## config.mk

```make
export PLATFORM = sky130hd
export DESIGN_NAME = pixel_fetch_engine
export DESIGN_NICKNAME = d
export VERILOG_FILES = /design/src/rtl/pixel_fetch_engine.sv
export SDC_FILE = /design/constraint.sdc
export NUM_CORES = 1
export LEC_CHECK = 0
export CORE_MARGIN = 3
export CORE_UTILIZATION = 58
export CTS_CLUSTER_SIZE = 20
export DETAILED_ROUTE_END_ITERATION = 8
export GPL_TIMING_DRIVEN = 1
export PLACE_DENSITY = 0.84
export SETUP_SLACK_MARGIN = 0.5
export SLEW_MARGIN = 20
export SYNTH_ARGS = -nofsm -noshare
export SYNTH_HDL_FRONTEND = slang
export SYNTH_SLANG_ARGS = --single-unit
```

## constraint.sdc

```tcl
create_clock -name clk -period 3 [get_ports clk]
set_input_delay 0.6 -clock clk [delete_from_list [all_inputs] [get_ports clk]]
set_output_delay 0.6 -clock clk [all_outputs]
set_load 0.05 [all_outputs]
```

## src/rtl/pixel_fetch_engine.sv

```systemverilog
// pixel_fetch_engine: raster-order framebuffer reader feeding a show-ahead pixel FIFO.
// Optional macro UNDERFLOW_COUNT_EN adds underflow_count (last-frame empty-pop total).
module pixel_fetch_engine #(
   parameter int          H_RES         = 640,
   parameter int          V_RES         = 480,
   parameter int          ADDR_W        = 19,
   parameter int          FIFO_DEPTH    = 16,
   parameter int          RD_LATENCY    = 1,
   parameter logic [11:0] UNDERFLOW_RGB = 12'hF0F,
   localparam int         LVL_W         = $clog2(FIFO_DEPTH) + 1
) (
   input  logic              clk,
   input  logic              rst,
   input  logic              en_fetching,
   input  logic              active_video,
   output logic [11:0]       current_pixel,
   output logic              mem_rd_en,
   output logic [ADDR_W-1:0] mem_addr,
   input  logic [11:0]       mem_rd_data,
   output logic [LVL_W-1:0]  fifo_level,
   output logic              underflow,
   output logic              frame_done
`ifdef UNDERFLOW_COUNT_EN
   ,
   output logic [15:0]       underflow_count
`endif
);

   localparam int                PTR_W     = $clog2(FIFO_DEPTH);
   localparam logic [ADDR_W-1:0] LAST_ADDR = ADDR_W'(H_RES * V_RES - 1);
   localparam logic [LVL_W:0]    DEPTH_L   = FIFO_DEPTH[LVL_W:0];

   typedef enum logic [1:0] {IDLE, FETCH, DONE} state_t;
   state_t state, next_state;

   logic [11:0]           fifo_mem [FIFO_DEPTH];
   logic [PTR_W-1:0]      wr_ptr, rd_ptr;
   logic [RD_LATENCY-1:0] vld_p;
   logic [LVL_W:0]        inflight;
   logic                  flush, push, pop, empty, uf_evt;

   always_ff @(posedge clk) begin
      if (rst) state <= IDLE;
      else     state <= next_state;
   end

   always_comb begin
      next_state = state;
      case (state)
         IDLE:    if (en_fetching) next_state = FETCH;
         FETCH:   if (!en_fetching) next_state = IDLE;
                  else if (mem_rd_en && mem_addr == LAST_ADDR) next_state = DONE;
         DONE:    if (!en_fetching) next_state = IDLE;
         default: next_state = IDLE;
      endcase
   end

   // Credit rule: FIFO occupancy plus reads still in the latency pipe never exceeds depth
   always_comb begin
      mem_rd_en  = (state == FETCH) && (({1'b0, fifo_level} + inflight) < DEPTH_L);
      frame_done = (state == DONE);
   end

   always_comb begin
      inflight = '0;
      for (int i = 0; i < RD_LATENCY; i++) inflight = inflight + {{LVL_W{1'b0}}, vld_p[i]};
   end

   assign empty         = (fifo_level == '0);
   assign push          = vld_p[RD_LATENCY-1];
   assign pop           = active_video && !empty;
   assign uf_evt        = active_video && empty && (state != IDLE);
   assign flush         = rst || (next_state == IDLE);
   assign current_pixel = empty ? UNDERFLOW_RGB : fifo_mem[rd_ptr];

   // Return stage: valid bits ride alongside the memory latency; data lands on exit
   always_ff @(posedge clk) begin
      if (flush) begin
         vld_p      <= '0;
         mem_addr   <= '0;
         wr_ptr     <= '0;
         rd_ptr     <= '0;
         fifo_level <= '0;
         underflow  <= 1'b0;
      end else begin
         vld_p[0] <= mem_rd_en;
         for (int i = 1; i < RD_LATENCY; i++) vld_p[i] <= vld_p[i-1];
         if (mem_rd_en) mem_addr <= mem_addr + ADDR_W'(1);
         if (push)      wr_ptr   <= wr_ptr + PTR_W'(1);
         if (pop)       rd_ptr   <= rd_ptr + PTR_W'(1);
         case ({push, pop})
            2'b10:   fifo_level <= fifo_level + LVL_W'(1);
            2'b01:   fifo_level <= fifo_level - LVL_W'(1);
            default: fifo_level <= fifo_level;
         endcase
         if (uf_evt) underflow <= 1'b1;
      end
   end

   always_ff @(posedge clk) begin
      if (push) fifo_mem[wr_ptr] <= mem_rd_data;
   end

`ifdef UNDERFLOW_COUNT_EN
   logic [15:0] ucnt;

   always_ff @(posedge clk) begin
      if (flush) ucnt <= '0;
      else if (uf_evt && ucnt != 16'hFFFF) ucnt <= ucnt + 16'd1;
      if (rst) underflow_count <= '0;
      else if (state != IDLE && next_state == IDLE) underflow_count <= ucnt;
   end
`endif

endmodule
```

==> impl_metrics.py <==
metrics = {
    "pwr": {
        "irDropWorstVdd_mv": 0.420,
        "power.share.sequential": 0.543,
        "clock_power_share": 0.436,
        "power_density_nw_per_um2": 565,
        "internal_dissipation_mw": 5.21,
        "p_comb_frac": 0.021,
        "netSwitchingFraction": 0.189,
        "switching_power_mw": 1.22,
        "leakage_component_of_the_power_nw": 3.69,
    },
    "cells_and_area": {
        "layout-drive-gt1-share": 0.252,
        "layout-area-overhead-vs-synth_pct": 19.5,
        "num_antenna_cells": 0,
        "final_area_sq_um": 11400,
        "mostFrequentLayoutCells": "sky130_fd_sc_hd__edfxtp_1, sky130_fd_sc_hd__mux4_2, sky130_fd_sc_hd__clkdlybuf4s50_1",
        "layout.cells.most_common": "sky130_fd_sc_hd__edfxtp_1",
        "finalNetCount": 675,
        "post-route-util": 0.713,
    },
    "setup_path": {
        "worstPathArrival_ns": 2.29,
        "crit_path_end": "current_pixel[5]",
        "cell_at_the_slowest_stage_of_the_critical_path": "sky130_fd_sc_hd__mux4_2",
        "cpPeakStageDelay_ns": 0.52,
        "crit_path_cell_trace": "buf_12 > mux4_2 > mux2i_1 > o22ai_2 > buf_4",
        "cell_count_of_the_worst_reg_to_reg_path": 9,
        "worst-setup-path-type": "flip-flop to output port",
        "r2r-end": "fifo_level[4]",
        "critPathMaxFanout": 16,
        "worst_r2r_startpoint": "fifo_level[3]",
        "regToRegSetupSlack_ns": 0.44,
        "critical_path.endpoint_type": "output port",
        "crit_path_launch_type": "flip-flop",
        "worst-endpoint-required_ns": 2.40,
    },
    "timing": {
        "finalWorstSetupSlack_ns": 0.107,
        "worstMarginPinSlew_ns": 1.00,
        "slew-limit-headroom": 0.331,
        "layout_worst_path_cycle_share": 0.964,
        "timing.clock.skew_ns": 0.0132,
        "layout_min_cycle_time_ns": 2.89,
        "max_clk_rate_mhz": 346,
        "unrepaired_setup_endpoints_after_global_routing": "yes",
        "setup_viol": 0,
        "report.final.slew_viol_count": 0,
        "whs_ns": 0.506,
        "finalSetupTns_ns": 0,
        "hold_viol_final": 0,
    },
    "placement": {
        "dp_slack_ns": 0.291,
        "port_buffers": 54,
        "post_dp_cell_area_sq_um": 10300,
        "globalplace.congestion": 0.877,
        "dp_hpwl_mm": 11.7,
    },
    "die": {
        "placement_row_count": 46,
        "core-area_sq_um": 15900,
        "start_util": 0.597,
        "die-area_sq_um": 18000,
        "die_y_um": 134,
        "dieWidth_um": 134,
        "boundaryPins": 55,
    },
    "grt": {
        "grt_antenna_before_repair": 0,
        "first_global_vias": 5595,
        "grt_use_total": 0.235,
        "maximum_number_of_pins_on_one_net_before_global_route_repair": 29,
        "grt_pass1_wl_mm": 32.1,
        "globalRoute.totalOverflow": 0,
    },
    "drt": {
        "ant_nets": 0,
        "remaining_drc_errors": 0,
        "wl_mm": 21.0,
        "via_per_inst": 6.24,
        "routedWlPerCell_um": 23.8,
        "initialDrtViolationCount": 548,
        "route.vias.total": 5490,
        "first_pass_iteration_count_of_the_detailed_router": 5,
    },
    "flow_run": {
        "maxCapViolCount": 0,
    },
    "yosys": {
        "ys.flop_type": "sky130_fd_sc_hd__edfxtp_1",
        "netlist_area_pre_place_sq_um": 9510,
        "netlist_top_cells_area": "sky130_fd_sc_hd__edfxtp_1, sky130_fd_sc_hd__mux4_2, sky130_fd_sc_hd__dfxtp_1",
        "mappedNetlistNets": 596,
        "synth_area_leader_cell": "sky130_fd_sc_hd__edfxtp_1",
        "synth.yosys.warnings": 0,
        "proportion_of_synthesized_chip_area_in_sequential_cells": 0.690,
        "postSynthAreaPerCell_sq_um": 16.7,
        "synth_cell_type_count": 49,
        "synth_enable_flop_cells": 192,
        "yosys.area.top_type_share": 0.606,
        "async_reset_ff_frac": 0,
        "syn_inst": 569,
        "register_bit_total_from_synthesis": 232,
    },
    "status": {
        "run_status": "finished, final reports clean",
    },
    "clock_tree": {
        "clock_insertion_delay_worst_skew_ns": 0.49,
        "cts.clk_slew.worst_paths_ns": 0.06,
        "tritoncts.num_buffers": 23,
        "h-tree-depth": 1,
        "cts_tree": "built",
        "cts.sinks": 232,
        "max-clock-path-buffers": 3,
        "cts.root.buffer_cell": "sky130_fd_sc_hd__clkbuf_16",
    },
    "min_path": {
        "hold_path.class": "flip-flop to flip-flop",
    },
}
[layer usage]
layer | vias to the layer above | part of all wire | wire length [um] | track usage
met1 | 2742 | 0.39 | 8100 | 0.311
met2 | 285 | 0.49 | 10400 | 0.391
li1 | 2399 | - | - | -
met5 | - | 0 | 0 | 0
met3 | 64 | 0.080 | 1680 | 0.0424
met4 | 0 | 0.040 | 838 | 0.0995
[stage by stage]
step / instances / power, mW
floorplan: 569 / 3.62
global placement: 822 / 3.68
detailed placement: 822 / 3.69
CTS: 871 / 6.44
global route: 880 / 6.59
finish: 880 / 6.42
[worst max-delay path: cells and delay by family, from the launching register on]
kind / cells / cell delay, ns
flops: 1 / 0.47
compound gates: 1 / 0.14
mux: 2 / 0.75
buf+inv: 2 / 0.42
[Yosys cell counts (6+ instances only)]
master and instances:
sky130_fd_sc_hd__a21oi_1 12, sky130_fd_sc_hd__and2_1 22, sky130_fd_sc_hd__buf_2 10, sky130_fd_sc_hd__buf_4 6, sky130_fd_sc_hd__clkbuf_1 9, sky130_fd_sc_hd__dfxtp_1 40
sky130_fd_sc_hd__edfxtp_1 192, sky130_fd_sc_hd__ha_1 10, sky130_fd_sc_hd__inv_1 8, sky130_fd_sc_hd__mux2_2 24, sky130_fd_sc_hd__mux2i_1 21, sky130_fd_sc_hd__mux4_2 40
sky130_fd_sc_hd__nand2_1 26, sky130_fd_sc_hd__nand3_1 18, sky130_fd_sc_hd__nand4_1 7, sky130_fd_sc_hd__nor2_1 19, sky130_fd_sc_hd__nor2b_1 8, sky130_fd_sc_hd__o22ai_1 12
sky130_fd_sc_hd__o31ai_1 7, sky130_fd_sc_hd__or3_1 16, sky130_fd_sc_hd__or4_1 8, sky130_fd_sc_hd__xor2_1 6
[repair_timing]
action / CTS / global route
setup buffers: 5 / 9
hold buffers: 0 / 0
gates resized for setup: 32 / 7
pin swaps: 2 / 5
endpoints found under the setup margin: 16 / 27
gates cloned: 3 / 0
[kinds of logic after synthesis]
group,Yosys count,synth area share
flops,232,0.690
simple gates,149,0.0882
mux,85,0.145
compound gates,46,0.0335
buf+inv,35,0.0175
xor+xnor,11,0.0101
fa+ha+maj,11,0.0153
[flip-flops by register name (all words and copies together) (netlist names), named ones only]
| name | count |
|---|---|
| fifo_mem | 192 |
| mem_addr | 19 |
| fifo_level | 5 |
| rd_ptr | 4 |
| wr_ptr | 4 |
| state | 2 |
| push | 1 |
| underflow | 1 |
[how the worst min path moves through the flow]
stage	start	to	slack, ns	cells past startpoint
final	underflow	underflow	0.51	1
after global routing	underflow	underflow	0.52	1
after CTS	underflow	underflow	0.50	1
after detailed placement	underflow	underflow	0.47	1
after global placement	underflow	underflow	0.46	1
after floorplan	rd_ptr[1]	flip-flop	0.47	2
[power groups by stage]
stage	sequential (mW)	clock [mW]	combinational (mW)
finish	3.49	2.80	0.136
global route	3.49	2.95	0.146
CTS	3.49	2.82	0.133
global placement	3.56	0	0.121
floorplan	3.56	0	0.0532
detailed placement	3.56	0	0.128
[area by class of cell]
| cell class | count | area (sq um) |
|---|---|---|
| clock inverters | 10 | 121 |
| clock buffers | 31 | 606 |
| flip-flops and latches | 232 | 6580 |
| multi-input cells | 302 | 2890 |
| fillers | 957 | 4580 |
| repair buffers | 81 | 862 |
| well taps | 216 | 270 |
| inverters | 8 | 30.0 |
Note: power is estimated with default switching activity, not from simulation.
